**config.mk**
```make
export PLATFORM = sky130hd
export DESIGN_NAME = inst_mem_fetch
export DESIGN_NICKNAME = d
export VERILOG_FILES = /design/src/rtl/inst_mem_pkg.sv /design/src/rtl/inst_mem_array.sv /design/src/rtl/inst_mem_fetch.sv
export SDC_FILE = /design/constraint.sdc
export NUM_CORES = 1
export LEC_CHECK = 0
export ABC_CLOCK_PERIOD_IN_PS = 1940
export CORE_AREA = 8 8 213 154
export DETAILED_ROUTE_END_ITERATION = 16
export DIE_AREA = 0 0 221 162
export SYNTH_ARGS = -nofsm -noshare
export SYNTH_HDL_FRONTEND = slang
export SYNTH_HIERARCHICAL = 1
export SYNTH_SLANG_ARGS = --single-unit
```
**constraint.sdc**
```tcl
create_clock -name clk -period 1.94 [get_ports clk]
set_clock_uncertainty 0.1 [all_clocks]
set_input_delay 0.485 -clock clk [delete_from_list [all_inputs] [get_ports clk]]
set_output_delay 0.485 -clock clk [all_outputs]
set_load 0.05 [all_outputs]
```
**src/rtl/inst_mem_pkg.sv**
```systemverilog
// Shared types and defaults for the instruction fetch memory.
// Optional build macro: INST_MEM_PARITY_EN adds a stored parity bit per word.
package inst_mem_pkg;

  localparam int INST_W_DEF = 19;
  localparam int ADDR_W_DEF = 12;

  typedef logic [INST_W_DEF-1:0] inst_t;

  // Word handed to IF/ID for flushed or out-of-range fetches.
  localparam inst_t NOP = '0;

  typedef struct packed {
    inst_t                 instr;
    logic [ADDR_W_DEF-1:0] pc;
    logic                  fault;
  } fetch_resp_t;

endpackage

```
**src/rtl/inst_mem_array.sv**
```systemverilog
// Instruction storage: DEPTH x W registers, one synchronous write port and
// one combinational read port. No reset; contents come from the loader only.
module inst_mem_array #(
  parameter int W     = 19,
  parameter int DEPTH = 16,
  parameter int IDX_W = 4
) (
  input  logic             clk,
  input  logic             we,
  input  logic [IDX_W-1:0] waddr,
  input  logic [W-1:0]     wdata,
  input  logic [IDX_W-1:0] raddr,
  output logic [W-1:0]     rdata
);

  logic [W-1:0] mem [DEPTH];

  // Loader write; the caller has already range-checked the address.
  always_ff @(posedge clk) begin
    if (we) begin
      mem[waddr] <= wdata;
    end
  end

  assign rdata = mem[raddr];

endmodule

```
**src/rtl/inst_mem_fetch.sv**
```systemverilog
// Registered instruction fetch port with valid/ready back-pressure, flush,
// a run-time loader write port and write-first bypass.
// Optional build macro: INST_MEM_PARITY_EN stores an even-parity bit per word
// and adds the registered parity_err output.
module inst_mem_fetch
  import inst_mem_pkg::*;
#(
  parameter int                INST_W   = INST_W_DEF,
  parameter int                ADDR_W   = ADDR_W_DEF,
  parameter int                DEPTH    = 16,
  parameter logic [INST_W-1:0] NOP_WORD = INST_W'(NOP)
) (
  input  logic              clk,
  input  logic              rst_n,
  input  logic              req_valid,
  input  logic [ADDR_W-1:0] req_pc,
  output logic              req_ready,
  output logic              resp_valid,
  input  logic              resp_ready,
  output logic [INST_W-1:0] resp_instr,
  output logic [ADDR_W-1:0] resp_pc,
  output logic              resp_fault,
  input  logic              flush,
  input  logic              ld_we,
  input  logic [ADDR_W-1:0] ld_addr,
`ifdef INST_MEM_PARITY_EN
  input  logic [INST_W-1:0] ld_data,
  output logic              parity_err
`else
  input  logic [INST_W-1:0] ld_data
`endif
);

  localparam int IDX_W = (DEPTH > 1) ? $clog2(DEPTH) : 1;
  localparam logic [ADDR_W:0] DEPTH_L = (ADDR_W+1)'(DEPTH);
`ifdef INST_MEM_PARITY_EN
  localparam int WORD_W = INST_W + 1;
`else
  localparam int WORD_W = INST_W;
`endif

  logic              accept_p0;
  logic              in_range_p0;
  logic              wr_en_p0;
  logic              bypass_p0;
  logic [WORD_W-1:0] wr_word_p0;
  logic [WORD_W-1:0] arr_word_p0;
  logic [WORD_W-1:0] rd_word_p0;
  logic [INST_W-1:0] instr_p0;

  logic              vld_p1;
  logic [INST_W-1:0] instr_p1;
  logic [ADDR_W-1:0] pc_p1;
  logic              fault_p1;

  // Stage p0: request decode, range check, loader gating and bypass select
  assign req_ready   = !flush && (!vld_p1 || resp_ready);
  assign accept_p0   = req_valid && req_ready;
  assign in_range_p0 = {1'b0, req_pc} < DEPTH_L;
  assign wr_en_p0    = ld_we && ({1'b0, ld_addr} < DEPTH_L);
  assign bypass_p0   = wr_en_p0 && (ld_addr == req_pc);

`ifdef INST_MEM_PARITY_EN
  // Even parity: the stored bit makes the whole word's XOR zero.
  assign wr_word_p0 = {^ld_data, ld_data};
`else
  assign wr_word_p0 = ld_data;
`endif

  inst_mem_array #(
    .W     (WORD_W),
    .DEPTH (DEPTH),
    .IDX_W (IDX_W)
  ) u_array (
    .clk   (clk),
    .we    (wr_en_p0),
    .waddr (ld_addr[IDX_W-1:0]),
    .wdata (wr_word_p0),
    .raddr (req_pc[IDX_W-1:0]),
    .rdata (arr_word_p0)
  );

  // A write landing on the fetched address this cycle wins over the old word.
  assign rd_word_p0 = bypass_p0 ? wr_word_p0 : arr_word_p0;
  assign instr_p0   = in_range_p0 ? rd_word_p0[INST_W-1:0] : NOP_WORD;

`ifdef INST_MEM_PARITY_EN
  logic perr_p0;
  logic perr_p1;

  assign perr_p0 = in_range_p0 && (^rd_word_p0);

  // Parity flag travels with the response and drops whenever valid drops.
  always_ff @(posedge clk or negedge rst_n) begin
    if (!rst_n) begin
      perr_p1 <= 1'b0;
    end else if (flush) begin
      perr_p1 <= 1'b0;
    end else if (accept_p0) begin
      perr_p1 <= perr_p0;
    end else if (resp_ready) begin
      perr_p1 <= 1'b0;
    end
  end

  assign parity_err = perr_p1;
`endif

  // Stage p1: response register (flush > accept > drain > hold)
  always_ff @(posedge clk or negedge rst_n) begin
    if (!rst_n) begin
      vld_p1   <= 1'b0;
      instr_p1 <= NOP_WORD;
      pc_p1    <= '0;
      fault_p1 <= 1'b0;
    end else if (flush) begin
      vld_p1 <= 1'b0;
    end else if (accept_p0) begin
      vld_p1   <= 1'b1;
      instr_p1 <= instr_p0;
      pc_p1    <= req_pc;
      fault_p1 <= !in_range_p0;
    end else if (resp_ready) begin
      vld_p1 <= 1'b0;
    end
  end

  assign resp_valid = vld_p1;
  assign resp_instr = instr_p1;
  assign resp_pc    = pc_p1;
  assign resp_fault = fault_p1;

endmodule

```
==> metrics.cfg, run 1 <==
[placed_design]
portBuffers=82
dp_cells=1171
place_congestion=0.784
hpwlAfterDp_um=20300

[logic_synthesis]
postSynthAreaPerCell_um2=20.8
synth_edf_count=304
yosysUniqueCellTypes=29
synthFlopType=edfxtp_1
syn_area_um2=13100
yosys_warnings=6
syn_inst=626
syn_nets=675
synth_seq_area_share_pct=76.3
ys_ff_latch=337
async_flop_share_pct=9.79

[cells_and_area]
fin_util_pct=56.9
diodes=0
syn_to_final_growth_pct=28.7
drive_gt1_share_pct=38.6
fill_cells=2196
finalNetCount=883
stdcell_count=1241

[setup_path]
worstPathMaxFanout=5
endpoint_kind=register
start_kind=primary input
required_ns=2.13
arrival_ns=2.14
path_class=primary input to register
worst-r2r-setup-slack_ns=0.11
r2r_cells=5

[clock_network]
cts_made_buffers=31
cts_root_buf=clkbuf_16
clk-insertion-delay-late_ns=0.57
htree_levels=1
clock-sinks=337
max-clock-path-buffers=3
cts_tree=done
path_clk_slew_ns=0.06

[global_routing]
track_usage_pct=17.8
antenna_found_initial=0
grt_max_degree=24
grt_pass1_wl_um=47900
grt_overflow=0
first_global_vias=7296

[floorplan]
die_area_um2=35800
num_rows=53
fp.dieW_um=221
die_h_um=162
io_pins=83
start_util_pct=44.2
placeableCoreArea_um2=29500

[sta]
fin_ws_ns=-0.00886
rsz0062_at_grt=true
max_freq_ghz=0.513
fin_crit_sh_pct=100
fin_crit_ns=1.95
finalSetupViolCount=9
relSlewSlack_pct=57.3
finalHoldViolCount=0
slew_violations=0
worst_slew_pin_slew_ns=0.638

[routing]
wl_um=31800
drc=0
dr.pass1.iters=5
vias=6928
ant_nets=0
wl_per_cell_um=25.6
drt_iter0_drc=674
viasPerCell=5.58

[job]
maxCapViolCount=0

[power]
power_density_nw_per_um2=871
seqPwrFrac_pct=54.6
pwr-share-clk_pct=37.3
internal-power_uw=11400
peakVddDrop_mv=0.717
p_leak_uw=0.00576
p_comb_share_pct=8.1
switchingPower_uw=3240
finalPower_uw=14600
switching_share_pct=22.1

[worst_hold_path]
hp-class=primary input to async pin

[status]
outcome=finished with violations
violations=setup timing

==> cell usage after synthesis (2+ instances only) <==
| cell | count | share of area, % |
|---|---|---|
| edfxtp_1 | 304 | 70 |
| mux4_2 | 76 | 13 |
| nand2_1 | 40 | 1.2 |
| a22oi_1 | 38 | 2.2 |
| dfrtp_1 | 33 | 6.3 |
| mux2i_1 | 19 | 1.5 |
| nor2_1 | 16 | 0.46 |
| clkbuf_1 | 15 | 0.43 |
| mux2_2 | 12 | 1.0 |
| xor2_1 | 12 | 0.81 |
| o21ai_1 | 10 | 0.38 |
| o21ai_0 | 9 | 0.35 |
| buf_2 | 7 | 0.27 |
| nor4_1 | 6 | 0.29 |
| buf_6 | 5 | 0.43 |
| nor3_1 | 5 | 0.19 |
| nor2b_1 | 3 | 0.14 |
| buf_1 | 2 | 0.058 |
| buf_12 | 2 | 0.31 |
| nand2b_1 | 2 | 0.096 |
| nand3b_1 | 2 | 0.12 |
==> area by class of cell <==
class | instances | area [um^2] | share of cell area (%)
Sequential cell | 337 | 9960 | 59.3
Clock buffer | 38 | 802 | 4.78
Inverter | 1 | 3.75 | 0.0224
Timing Repair Buffer | 206 | 2310 | 13.8
Clock inverter | 17 | 88.8 | 0.529
Tap cell | 385 | 482 | 2.87
Multi-Input combinational cell | 257 | 3140 | 18.7
==> cell usage in the layout, fill, tap and decap left out, types with 3 or more instances in the layout <==
cell,instances
clkbuf_16,31
buf_2,5
buf_6,10
mux2i_4,3
xor2_1,11
mux2i_2,4
clkinv_2,6
nor3_4,4
dlygate4sd2_1,5
mux4_2,76
dlymetal6s2s_1,8
o21ai_0,6
a22oi_1,38
buf_4,103
edfxtp_1,304
clkdlybuf4s50_1,25
dfrtp_1,32
o21ai_1,13
nor2_1,3
buf_16,5
mux2i_1,12
nor4_2,4
clkinv_1,7
nor2_4,13
nand2_1,40
clkbuf_1,7
mux2_2,12
buf_12,42
==> flip-flops by register name, indices dropped and copies added, names as in the netlist <==
| name | count |
|---|---|
| resp_fault | 1 |
| resp_instr | 19 |
| resp_pc | 12 |
| resp_valid | 1 |
| u_array/mem | 304 |
==> metal layers <==
layer	up-vias	GRT usage, %	wire (um)
met3	51	3.28	1770
met1	3652	24.9	14100
met4	0	5.75	1030
li1	3010	-	-
met5	-	0	0
met2	215	28.0	14800
==> power groups by stage <==
stage	clock (uW)	combinational [uW]	sequential [uW]
after floorplan	0	426	8290
after global placement	0	1160	8130
after detailed placement	0	1180	8140
after CTS	5580	1190	7980
after global routing	5890	1260	7990
final	5460	1190	7990
==> path summary, 6_finish.rpt <==
| path | start | endpoint |
|---|---|---|
| max | ld_addr[7] | u_array/mem[0][7]$_DFFE_PP_ |
| max reg2reg | u_array/mem[11][4]$_DFFE_PP_ | resp_instr[4]$_DFFE_PN0P_ |
| max in group asynchronous | rst_n | resp_valid$_DFFE_PN0P_ |
| min | rst_n | resp_pc[6]$_DFFE_PN0P_ |
| min in group clk | req_pc[6] | resp_pc[6]$_DFFE_PN0P_ |
| min reg2reg | resp_instr[17]$_DFFE_PN0P_ | resp_instr[17]$_DFFE_PN0P_ |
==> through the flow <==
stage / hold WS (ns) / setup slack (ns) / setup TNS, ns / instance area (um^2)
finish: 0.196 / -0.00886 / -0.0505 / 16800
global route: 0.186 / -0.0451 / -0.402 / 16800
CTS: 0.180 / -0.0521 / -0.783 / 16800
detailed placement: 0.242 / -0.815 / -225.75 / 15600
global placement: 0.237 / -0.840 / -246.14 / 15600
floorplan: 0.0894 / -0.553 / -91.60 / 13300
==> worst max-delay path, cell delays in order <==
cell	delay, ns
buf_6	0.09
nor4_2	0.24
and4b_1	0.26
or3b_4	0.40
buf_6	0.13
nor3_4	0.15
buf_6	0.14
buf_12	0.11
buf_16	0.12
==> timing repair <==
action / 4_1_cts / 5_1_grt
buffers inserted: 13 / 1
endpoints found under the setup margin: 323 / 45
cloned: 6 / 0
gates resized for setup: 62 / 12
endpoints found under the hold margin: 33 / 0
hold buffers: 1 / 0
pin swaps: 9 / 10
==> logic make-up (layout without fill, tap and decap cells) <==
kind of cell              count (synthesis)  count (layout)  synth area share [%]
AOI/OAI and AO/OA                        58              58                  2.97
DFF                                     337             337                  76.3
xor gates and xnor gates                 12              12                 0.805
muxes                                   107             107                  15.6
buffers and inverters                    32             262                  1.52
and+or+nand+nor                          80              80                  2.81
(Power assumes the default switching activity.)
==> inputs of run 2 (changes only) <==
--- a/config.mk
+++ b/config.mk
@@ -9,6 +9,7 @@
 export CORE_AREA = 8 8 213 154
 export DETAILED_ROUTE_END_ITERATION = 16
 export DIE_AREA = 0 0 221 162
+export GPL_ROUTABILITY_DRIVEN = 1
 export SYNTH_ARGS = -nofsm -noshare
 export SYNTH_HDL_FRONTEND = slang
 export SYNTH_HIERARCHICAL = 1
==> results of run 2 <==
The final DEF is identical to that of run 1; final timing and power are the same.
